--- config.mk ---
export PLATFORM = sky130hd
export DESIGN_NAME = load_unit_seq
export DESIGN_NICKNAME = d
export VERILOG_FILES = /design/src/rtl/load_unit_seq.sv
export SDC_FILE = /design/constraint.sdc
export NUM_CORES = 1
export LEC_CHECK = 0
export ABC_AREA = 1
export BUFFER_PORTS_ARGS = -buffer_cell sky130_fd_sc_hd__buf_2
export CAP_MARGIN = 20
export CORE_UTILIZATION = 55
export CTS_CLUSTER_DIAMETER = 60
export DETAILED_ROUTE_END_ITERATION = 6
export GPL_ROUTABILITY_DRIVEN = 0
export GPL_TIMING_DRIVEN = 0
export PLACE_DENSITY = 0.75
export SYNTH_ARGS = -nofsm -noshare
export SYNTH_HDL_FRONTEND = slang
export SYNTH_SLANG_ARGS = --single-unit
--- constraint.sdc ---
create_clock -name clk -period 2.14 [get_ports clk]
set_input_delay 0.642 -clock clk [delete_from_list [all_inputs] [get_ports clk]]
set_output_delay 0.642 -clock clk [all_outputs]
set_load 0.03 [all_outputs]
--- src/rtl/load_unit_seq.sv ---
// Load-path sequencer: accepts one load, issues one or two word-aligned reads,
// merges the returned words and returns the extended result over a registered
// response handshake.
module load_unit_seq #(
  parameter int ALLOW_MISALIGNED = 1,
  parameter int LOAD_OP_WIDTH    = 3
) (
  input  logic                     clk,
  input  logic                     resetn,
  input  logic                     req_valid,
  output logic                     req_ready,
  input  logic [31:0]              req_addr,
  input  logic [LOAD_OP_WIDTH-1:0] req_op,
  input  logic                     abort,
  output logic                     mem_valid,
  input  logic                     mem_ready,
  output logic [31:0]              mem_addr,
  input  logic [31:0]              mem_rdata,
  output logic                     rsp_valid,
  input  logic                     rsp_ready,
  output logic [31:0]              rsp_data,
  output logic                     rsp_fault
);

  // Load op encodings (funct3 values of the RISC-V load instructions)
  localparam logic [LOAD_OP_WIDTH-1:0] LOAD_OP_LB  = LOAD_OP_WIDTH'(0);
  localparam logic [LOAD_OP_WIDTH-1:0] LOAD_OP_LH  = LOAD_OP_WIDTH'(1);
  localparam logic [LOAD_OP_WIDTH-1:0] LOAD_OP_LW  = LOAD_OP_WIDTH'(2);
  localparam logic [LOAD_OP_WIDTH-1:0] LOAD_OP_LBU = LOAD_OP_WIDTH'(4);
  localparam logic [LOAD_OP_WIDTH-1:0] LOAD_OP_LHU = LOAD_OP_WIDTH'(5);

  typedef enum logic [2:0] {
    IDLE  = 3'd0,
    RD0   = 3'd1,
    RD1   = 3'd2,
    RESP  = 3'd3,
    DRAIN = 3'd4
  } state_t;

  state_t                   state_q, state_d;
  logic [LOAD_OP_WIDTH-1:0] op_q, op_d;
  logic [1:0]               off_q, off_d;
  logic                     split_q, split_d;
  logic [31:0]              lo_q, lo_d;
  logic                     mem_valid_d;
  logic [31:0]              mem_addr_d;
  logic                     rsp_valid_d;
  logic [31:0]              rsp_data_d;
  logic                     rsp_fault_d;

  // Request classification
  logic       req_is_half, req_is_word, req_legal, req_misal, req_split, req_bad;
  logic [1:0] req_off;

  // Shift the merged pair by the byte offset, then extend per op
  function automatic logic [31:0] extract(input logic [63:0] pair,
                                          input logic [1:0] off,
                                          input logic [LOAD_OP_WIDTH-1:0] op);
    logic [63:0] sh;
    logic [31:0] w;
    sh = pair >> {off, 3'b000};
    w  = sh[31:0];
    case (op)
      LOAD_OP_LB:  extract = {{24{w[7]}}, w[7:0]};
      LOAD_OP_LBU: extract = {24'h0, w[7:0]};
      LOAD_OP_LH:  extract = {{16{w[15]}}, w[15:0]};
      LOAD_OP_LHU: extract = {16'h0, w[15:0]};
      LOAD_OP_LW:  extract = w;
      default:     extract = '0;
    endcase
  endfunction

  // Decode the incoming request
  always_comb begin
    req_off     = req_addr[1:0];
    req_is_half = (req_op == LOAD_OP_LH) || (req_op == LOAD_OP_LHU);
    req_is_word = (req_op == LOAD_OP_LW);
    req_legal   = req_is_half || req_is_word ||
                  (req_op == LOAD_OP_LB) || (req_op == LOAD_OP_LBU);
    req_misal   = (req_is_half && req_off[0]) || (req_is_word && (req_off != 2'd0));
    req_split   = (ALLOW_MISALIGNED != 0) &&
                  ((req_is_half && (req_off == 2'd3)) || (req_is_word && (req_off != 2'd0)));
    req_bad     = !req_legal || (req_misal && (ALLOW_MISALIGNED == 0));
  end

  assign req_ready = resetn && (state_q == IDLE) && !abort;

  // Next-state and registered-output computation
  always_comb begin
    state_d     = state_q;
    op_d        = op_q;
    off_d       = off_q;
    split_d     = split_q;
    lo_d        = lo_q;
    mem_valid_d = mem_valid;
    mem_addr_d  = mem_addr;
    rsp_valid_d = rsp_valid;
    rsp_data_d  = rsp_data;
    rsp_fault_d = rsp_fault;
    case (state_q)
      IDLE: begin
        if (req_valid && req_ready) begin
          op_d    = req_op;
          off_d   = req_off;
          split_d = req_split;
          if (req_bad) begin
            state_d     = RESP;
            rsp_valid_d = 1'b1;
            rsp_fault_d = 1'b1;
            rsp_data_d  = '0;
          end else begin
            state_d     = RD0;
            mem_valid_d = 1'b1;
            mem_addr_d  = {req_addr[31:2], 2'b00};
          end
        end
      end
      RD0: begin
        if (mem_ready) begin
          lo_d = mem_rdata;
          if (abort) begin
            state_d     = IDLE;
            mem_valid_d = 1'b0;
          end else if (split_q) begin
            state_d    = RD1;
            mem_addr_d = mem_addr + 32'd4;
          end else begin
            state_d     = RESP;
            mem_valid_d = 1'b0;
            rsp_valid_d = 1'b1;
            rsp_fault_d = 1'b0;
            rsp_data_d  = extract({32'h0, mem_rdata}, off_q, op_q);
          end
        end else if (abort) begin
          state_d = DRAIN;
        end
      end
      RD1: begin
        // The high word is merged straight off the bus rather than parked in
        // a register, so the response is ready on the same edge.
        if (mem_ready) begin
          mem_valid_d = 1'b0;
          if (abort) begin
            state_d = IDLE;
          end else begin
            state_d     = RESP;
            rsp_valid_d = 1'b1;
            rsp_fault_d = 1'b0;
            rsp_data_d  = extract({mem_rdata, lo_q}, off_q, op_q);
          end
        end else if (abort) begin
          state_d = DRAIN;
        end
      end
      RESP: begin
        if (abort || rsp_ready) begin
          state_d     = IDLE;
          rsp_valid_d = 1'b0;
          rsp_fault_d = 1'b0;
          rsp_data_d  = '0;
        end
      end
      DRAIN: begin
        if (mem_ready) begin
          state_d     = IDLE;
          mem_valid_d = 1'b0;
        end
      end
      default: begin
        state_d     = IDLE;
        mem_valid_d = 1'b0;
        rsp_valid_d = 1'b0;
      end
    endcase
  end

  // State and output registers with synchronous active-low reset
  always_ff @(posedge clk) begin
    if (!resetn) begin
      state_q   <= IDLE;
      op_q      <= '0;
      off_q     <= '0;
      split_q   <= 1'b0;
      lo_q      <= '0;
      mem_valid <= 1'b0;
      mem_addr  <= '0;
      rsp_valid <= 1'b0;
      rsp_data  <= '0;
      rsp_fault <= 1'b0;
    end else begin
      state_q   <= state_d;
      op_q      <= op_d;
      off_q     <= off_d;
      split_q   <= split_d;
      lo_q      <= lo_d;
      mem_valid <= mem_valid_d;
      mem_addr  <= mem_addr_d;
      rsp_valid <= rsp_valid_d;
      rsp_data  <= rsp_data_d;
      rsp_fault <= rsp_fault_d;
    end
  end

endmodule

==> results.toml, run 1 <==
[clock_tree]
clockBufferDepth = 2
clock_latency_ns = 0.37
cts_root_buf = "clkbuf_16"
cts_tree = "done"
htree_levels = 3
numCtsBuffers = 9
cts_sinks = 106
path_clk_slew_ns = 0.07
hold_buffers = 0
post-cts-setup-buffers = 0
cts_resized = 3

[synth]
ys_types = 41
syn-mean-instance-area_um2 = 5.81
ys_warn_count = 0
ys.flop_type = "dfxtp_1"
async_reset_ff_share_pct = 0
ys_seq_area_share_pct = 28.9
synthCells = 1264
synth_edf_count = 0
syn_area_mm2 = 0.00734
ys_seq_elements = 106

[critical_path]
r2r_end = "rsp_data[22]$_SDFFE_PN0P_"
timing.critical_path.arrival_ns = 1.43
path_common_cell = "buf_4"
cp-start-kind = "input pin"
crit_slowest_cell = "buf_4"
r2r_start = "state_q[1]$_SDFFE_PN0P_"
r2r_slack_ns = 0.13
critPathCaptureType = "primary output"
path_cells = "buf_4 > inv_1 > buf_4 > nor3_2 > buf_4"
critPathCapture = "req_ready"
cp-startpoint = "resetn"
r2r_cells = 10
crit_required_ns = 1.50
worst-setup-path-type = "input pin to primary output"
slowest_delay_ns = 0.19
crit_path_max_fanout = 10

[die]
dieWidth_um = 118
die_height_um = 118
core_mm2 = 0.0128
placementRows = 41
pin_count = 141
die_area_mm2 = 0.0138
start_util_pct = 57.3

[sta]
finalSetupViolCount = 0
fin_setup_tns_ns = 0
timing.slew.headroom_pct = 44.1
period_minus_slack_ns = 2.07
max_slew.worst_pin.slew_ns = 0.838
worst_hold_slack_ns = 0.450
fin_crit_sh_pct = 96.9
grt_setup_unrepaired = "no"
slew_violations = 0
fmax_mhz = 482
hold_violations = 0
final.setup_skew_ns = 0.00964

[drt]
detail_route.wl_per_cell_um = 16.4
drt-initial-drc-count = 1381
wl_um = 26100
firstDrtPassIters = 7
drc = 1
drtAntennaViolNets = 0
vias_per_cell = 5.70
via_count = 9064

[finish]
final_area_mm2 = 0.00859
drive_above_1_share_pct = 17.1
layout_commonest_cell = "nand2_1"
fin_nets = 1487
final_cell_mix = "nand2_1 (501), nand3_1 (192), buf_2 (172)"
fill_cells = 1306
syn_to_final_growth_pct = 16.9
antenna_cells = 0
postLayoutCoreUtil_pct = 67.0

[global_routing]
antenna_found_initial = 0
grt_pass1_wl_um = 41100
overflow = 0
first_global_vias = 7950
grt_max_degree = 20
grt_use_total_pct = 37.3

[pwr]
p_leak_uw = 0.00402
power_density_mw_per_mm2 = 1280
peakVddDrop_v = 0.000848
total_power_uw = 11000

[placement]
io_buffers = 137
placed_area_mm2 = 0.00825
hpwl_um = 20000

[hold_path]
holdCritPathClass = "register to register"

[status]
failed_checks = "DRC"
status = "complete, but fails checks"

[run]
drv_cap = 0
==> synth_stat cells (2+ instances only) <==
cell type  instances  share of area [%]
nand2_1          501                 26
nand3_1          192                 13
dfxtp_1          106                 29
a21oi_1          100                6.8
nor2_1            99                5.1
inv_1             49                2.5
o21ai_0           42                2.9
buf_2             38                2.6
clkbuf_1          25                1.3
o211ai_1          13                1.3
nand3b_1          12                1.2
buf_4             11                1.1
inv_2              7               0.36
o21ai_1            7               0.48
a21oi_2            6               0.72
buf_1              6               0.31
nand4_1            5               0.43
nor2_2             5               0.43
a31oi_1            4               0.34
nand3_2            4               0.55
buf_6              3               0.46
o22ai_1            3               0.26
xor2_1             3               0.36
buf_8              2               0.41
nand2_2            2               0.17
nand2_4            2               0.31
nor3_1             2               0.14
o21bai_1           2               0.20
==> per-layer routing <==
metal / GRT usage, % / wire length, um / up-vias
met5: 0 / 0 / -
met4: 10.1 / 542 / 0
met3: 11.3 / 3610 / 58
met2: 55.3 / 10900 / 617
met1: 52.1 / 11100 / 3978
li1: - / - / 4411
==> through the flow <==
stage,cells,setup slack (ns)
2_1_floorplan,1265,0.0198
3_3_place_gp,1574,-0.0765
3_5_place_dp,1574,-0.106
4_1_cts,1590,0.0601
5_1_grt,1590,0.00681
6_report,1590,0.0654
==> cell type report <==
type                    instances  area [um2]  area share (%)
repair buffers                137         688            8.01
inverters                      57         216            2.52
well taps                     172         215            2.51
flip-flops and latches        106        2120            24.7
multi-input cells            1017        4560            53.2
clock inverters                 6        81.3           0.947
clock buffers                  10         239            2.78
plain buffers                  85         460            5.36
==> cell families (layout without fill, tap and decap cells) <==
| family | count (synthesis) | after routing | synth area share [%] |
|---|---|---|---|
| AND/OR/NAND/NOR | 830 | 830 | 47.8 |
| adder cells (fa/ha/maj) | 1 | 1 | 0.170 |
| buffers and inverters | 142 | 295 | 9.11 |
| AO/OA/AOI/OAI | 181 | 181 | 13.6 |
| other | 1 | 2 | 0.0511 |
| flip-flops | 106 | 106 | 28.9 |
| XOR/XNOR | 3 | 3 | 0.358 |
==> worst min path at each step <==
stage                     cells after the start  slack (ns)                    to            startpoint
final                                         2        0.45  lo_q[3]$_SDFFE_PN0P_  lo_q[3]$_SDFFE_PN0P_
after global routing                          2        0.47  lo_q[3]$_SDFFE_PN0P_  lo_q[3]$_SDFFE_PN0P_
after detailed placement                      2        0.44  lo_q[3]$_SDFFE_PN0P_  lo_q[3]$_SDFFE_PN0P_
after CTS                                     2        0.45  lo_q[3]$_SDFFE_PN0P_  lo_q[3]$_SDFFE_PN0P_
after global placement                        2        0.44  lo_q[3]$_SDFFE_PN0P_  lo_q[3]$_SDFFE_PN0P_
after floorplan                               2        0.42  lo_q[0]$_SDFFE_PN0P_  lo_q[0]$_SDFFE_PN0P_
==> worst max-delay path, delay by kind of cell <==
kind	cells	cell delay [ns]
buffers and inverters	4	0.59
AND/OR/NAND/NOR	1	0.19
==> sequential cells by signal, indices dropped and copies added, names as in the netlist <==
register and cells:
op_q 3, off_q 2, mem_addr 30, rsp_valid 1, split_q 1, lo_q 32, mem_valid 1, rsp_fault 1
state_q 3, rsp_data 32
==> power by group <==
| group | internal [uW] | switching [uW] |
|---|---|---|
| logic | 1870 | 4200 |
| registers | 2500 | 572 |
| clock network | 972 | 847 |
| total | 5340 | 5620 |
Note: power is estimated with default switching activity, not from simulation.
==> run 2: changes to the inputs <==
--- a/config.mk
+++ b/config.mk
@@ -6,14 +6,15 @@
 export NUM_CORES = 1
 export LEC_CHECK = 0
 export ABC_AREA = 1
-export BUFFER_PORTS_ARGS = -buffer_cell sky130_fd_sc_hd__buf_2
+export ABC_CLOCK_PERIOD_IN_PS = 2140
 export CAP_MARGIN = 20
 export CORE_UTILIZATION = 55
 export CTS_CLUSTER_DIAMETER = 60
 export DETAILED_ROUTE_END_ITERATION = 6
+export DONT_BUFFER_PORTS = 1
 export GPL_ROUTABILITY_DRIVEN = 0
 export GPL_TIMING_DRIVEN = 0
-export PLACE_DENSITY = 0.75
+export PLACE_DENSITY = 0.66
 export SYNTH_ARGS = -nofsm -noshare
 export SYNTH_HDL_FRONTEND = slang
 export SYNTH_SLANG_ARGS = --single-unit
==> results.toml, run 2 (synthesized netlist as in run 1, its figures left out) <==
[status]
status = "finished, final reports clean"

[die]
start_util_pct = 57.3
pin_count = 141
die_area_mm2 = 0.0138
dieWidth_um = 118
die_height_um = 118
placementRows = 41
core_mm2 = 0.0128

[clock_tree]
clock_latency_ns = 0.35
htree_levels = 3
cts_sinks = 106
hold_buffers = 0
cts_tree = "done"
post-cts-setup-buffers = 0
path_clk_slew_ns = 0.07
clockBufferDepth = 2
cts_root_buf = "clkbuf_16"
numCtsBuffers = 9

[global_routing]
overflow = 0
grt_pass1_wl_um = 41300
grt_use_total_pct = 37.6
first_global_vias = 7670
grt_max_degree = 17
antenna_found_initial = 1

[finish]
postLayoutCoreUtil_pct = 61.8
syn_to_final_growth_pct = 7.84
reg.largest.list = "lo_q: 32 flops, rsp_data: 32 flops, mem_addr: 30 flops"
antenna_cells = 0
final_area_mm2 = 0.00792
fin_nets = 1350
drive_above_1_share_pct = 8.59
layout_commonest_cell = "nand2_1"
fill_cells = 1318
final_cell_mix = "nand2_1 (501), nand3_1 (192), dfxtp_1 (102)"
fin_cells = 1452

[critical_path]
crit_required_ns = 1.50
timing.critical_path.arrival_ns = 1.45
cp-start-kind = "input pin"
worst-setup-path-type = "input pin to primary output"
crit_path_max_fanout = 10
critPathCaptureType = "primary output"

[sta]
slew_violations = 0
period_minus_slack_ns = 2.09
fin_setup_tns_ns = 0
final.setup_skew_ns = 0.00372
setup_slack_ns = 0.0470
hold_violations = 0
finalSetupViolCount = 0
fin_crit_sh_pct = 97.8
grt_setup_unrepaired = "no"
timing.slew.headroom_pct = 49.0
max_slew.worst_pin.slew_ns = 0.765
fmax_mhz = 478

[drt]
via_count = 8542
drc = 0
drtAntennaViolNets = 0
firstDrtPassIters = 7
vias_per_cell = 5.88
drt-initial-drc-count = 1239
wl_um = 26100
detail_route.wl_per_cell_um = 18.0

[run]
drv_cap = 0

[pwr]
power_density_mw_per_mm2 = 1330
peakVddDrop_v = 0.000970
p_leak_uw = 0.00339

[hold_path]
holdCritPathClass = "register to register"

[placement]
dpl.cell_count = 1437
placed_area_mm2 = 0.00757
hpwl_um = 20000
io_buffers = 0
pre_cts_slack_ns = -0.284
-- run 2: report_power, final --
part / leakage, uW / internal (uW) / switching (uW) / total [uW]
Sequential: 0.000865 / 2510 / 1430 / 3950
Combinational: 0.00237 / 1560 / 3230 / 4790
Clock: 0.000154 / 1080 / 742 / 1820
Total: 0.00339 / 5150 / 5400 / 10600
-- run 2: what timing repair did --
action                                  4_1_cts  5_1_grt
gates resized for setup                       4        8
endpoints found under the setup margin        2       16
pin swaps                                     1        0
-- run 2: cell type report --
cell class	count	area [um2]	share of cell area, %
Buffer	85	460	5.81
Clock buffer	11	253	3.19
Clock inverter	4	75.1	0.948
Inverter	57	216	2.73
Multi-Input combinational cell	1017	4570	57.7
Sequential cell	106	2130	26.9
Tap cell	172	215	2.72
-- run 2: metal layers --
| metal | track usage (%) | vias up | wire (um) |
|---|---|---|---|
| li1 | - | 4136 | - |
| met1 | 53.2 | 3792 | 11200 |
| met2 | 53.4 | 561 | 10600 |
| met3 | 12.1 | 51 | 3770 |
| met4 | 12.5 | 2 | 533 |
| met5 | 0 | - | 13 |
-- run 2: through the flow --
step | hold WS (ns) | total power (uW)
2_1_floorplan | 0.424 | 7250
3_3_place_gp | 0.436 | 8550
3_5_place_dp | 0.442 | 8590
4_1_cts | 0.443 | 10400
5_1_grt | 0.452 | 11200
6_report | 0.449 | 10600
-- run 2: worst max-delay path: stages --
cell	delay, ns
buf_4	0.14
inv_1	0.08
buf_4	0.20
nor3_4	0.39
-- run 2: final timing paths --
kind,endpoint,startpoint,slack [ns],cells after the start
max reg2reg,rsp_data[14]$_SDFFE_PN0P_,off_q[1]$_SDFFE_PN0P_,0.11,11
min reg2reg,lo_q[1]$_SDFFE_PN0P_,lo_q[1]$_SDFFE_PN0P_,0.45,2
max,req_ready,resetn,0.05,4
min,lo_q[1]$_SDFFE_PN0P_,lo_q[1]$_SDFFE_PN0P_,0.45,2
==> run 3: changes to the inputs <==
--- a/config.mk
+++ b/config.mk
@@ -6,7 +6,7 @@
 export NUM_CORES = 1
 export LEC_CHECK = 0
 export ABC_AREA = 1
-export ABC_CLOCK_PERIOD_IN_PS = 2140
+export ABC_CLOCK_PERIOD_IN_PS = 2100
 export CAP_MARGIN = 20
 export CORE_UTILIZATION = 55
 export CTS_CLUSTER_DIAMETER = 60
==> constraint.sdc (replaced) <==
create_clock -name clk -period 2.1 [get_ports clk]
set_input_delay 0.63 -clock clk [delete_from_list [all_inputs] [get_ports clk]]
set_output_delay 0.63 -clock clk [all_outputs]
set_load 0.03 [all_outputs]
==> results.toml, run 3 (synthesized netlist as in run 1, its figures left out) <==
[status]
status = "finished, final reports clean"

[drt]
via_count = 8523
drc = 0
vias_per_cell = 5.87
detail_route.wl_per_cell_um = 18.0
firstDrtPassIters = 6
drtAntennaViolNets = 0
drt-initial-drc-count = 1236
wl_um = 26100

[finish]
antenna_cells = 0
layout_commonest_cell = "nand2_1"
drive_above_1_share_pct = 8.98
fin_nets = 1350
syn_to_final_growth_pct = 7.92
reg.largest.list = "lo_q: 32 flops, rsp_data: 32 flops, mem_addr: 30 flops"
final_cell_mix = "nand2_1 (501), nand3_1 (192), a21oi_1 (100)"

[sta]
fin_setup_tns_ns = 0
finalSetupViolCount = 0
slew_violations = 0
final.setup_skew_ns = 0.00407
grt_setup_unrepaired = "no"
period_minus_slack_ns = 2.07
max_slew.worst_pin.slew_ns = 0.762
setup_slack_ns = 0.0335
hold_violations = 0
fmax_mhz = 484
fin_crit_sh_pct = 98.4
timing.slew.headroom_pct = 49.2

[critical_path]
worst-setup-path-type = "input pin to primary output"
cp-start-kind = "input pin"
crit_path_max_fanout = 10
crit_required_ns = 1.47
critical-path-top-delay-family = "buffers and inverters"
crit_slowest_cell = "nor3_4"
path_common_cell = "buf_4"
critPathCaptureType = "primary output"
path_buf_inv = 3
timing.critical_path.arrival_ns = 1.44
slowest_delay_ns = 0.39
path_cells = "buf_4 > inv_1 > buf_4 > nor3_4"

[clock_tree]
cts_root_buf = "clkbuf_16"
cts_tree = "done"
path_clk_slew_ns = 0.07
clockBufferDepth = 2
post-cts-setup-buffers = 0
numCtsBuffers = 9
cts_sinks = 106
clock_latency_ns = 0.35
hold_buffers = 0
htree_levels = 3

[global_routing]
first_global_vias = 7670
overflow = 0
antenna_found_initial = 1
grt_max_degree = 17
use_met2_pct = 53.4
grt-busiest-layer = "met2"
grt_pass1_wl_um = 41300
grt_use_total_pct = 37.6
met1_usage_pct = 53.2
use_met3_pct = 12.1

[pwr]
peakVddDrop_v = 0.000987
comb_power_share_pct = 45.3
power_density_mw_per_mm2 = 1360
p_leak_uw = 0.00339
p_sw_share_pct = 51.1
p_int_uw = 5260
seqPwrFrac_pct = 37.5
p_switching_uw = 5500
p_clk_share_pct = 17.2

[die]
dieWidth_um = 118
start_util_pct = 57.3
core_mm2 = 0.0128
placementRows = 41
pin_count = 141
die_height_um = 118
die_area_mm2 = 0.0138

[hold_path]
holdCritPathClass = "input pin to register"

[run]
drv_cap = 0

[placement]
io_buffers = 0
hpwl_um = 20000
pre_cts_slack_ns = -0.312
run 3: cell counts in the layout (fill, tap and decap cells not counted):
No cell type changed its count.
run 3: final timing paths:
kind	end	cells past startpoint	from	slack [ns]
hold reg to reg	lo_q[1]$_SDFFE_PN0P_	2	lo_q[1]$_SDFFE_PN0P_	0.45
setup / recovery	req_ready	4	resetn	0.03
hold / removal	lo_q[13]$_SDFFE_PN0P_	2	mem_rdata[13]	0.44
setup reg to reg	rsp_data[3]$_SDFFE_PN0P_	10	state_q[2]$_SDFFE_PN0P_	0.09
run 3: routing by layer:
layer / wire length [um] / part of all wire (%)
met4: 614 / 2.4
met1: 11300 / 43
met5: 13 / 0.050
met3: 3610 / 14
met2: 10600 / 40
run 3: layout make-up:
class                   instances  area [um2]
fillers                      1316        4900
inverters                      57         216
well taps                     172         215
plain buffers                  85         462
clock buffers                  11         253
clock inverters                 4        75.1
flip-flops and latches        106        2130
multi-input cells            1017        4570
run 3: stage by stage:
step                      area, um2  total power, uW  hold slack (ns)  instances  utilization (%)
after floorplan                7350             7390            0.424       1265                -
after global placement         7570             8710            0.436       1437             59.0
after detailed placement       7570             8750            0.442       1437             59.0
after CTS                      7910            10600            0.431       1452             61.7
after global routing           7930            11400            0.440       1452             61.8
final                          7930            10800            0.440       1452             61.8
run 3: repair_timing:
| action | in CTS | in global routing |
|---|---|---|
| setup endpoints to repair | 4 | 25 |
| resized for setup | 4 | 14 |
| cloned | 0 | 0 |
| pin swaps | 1 | 0 |
run 3: power groups by stage:
stage | Combinational [uW] | Sequential, uW | Clock (uW)
finish | 4880 | 4030 | 1860
CTS | 4750 | 4000 | 1880
global placement | 4680 | 4030 | 0
detailed placement | 4710 | 4040 | 0
floorplan | 3550 | 3830 | 0
global route | 5380 | 4100 | 1950
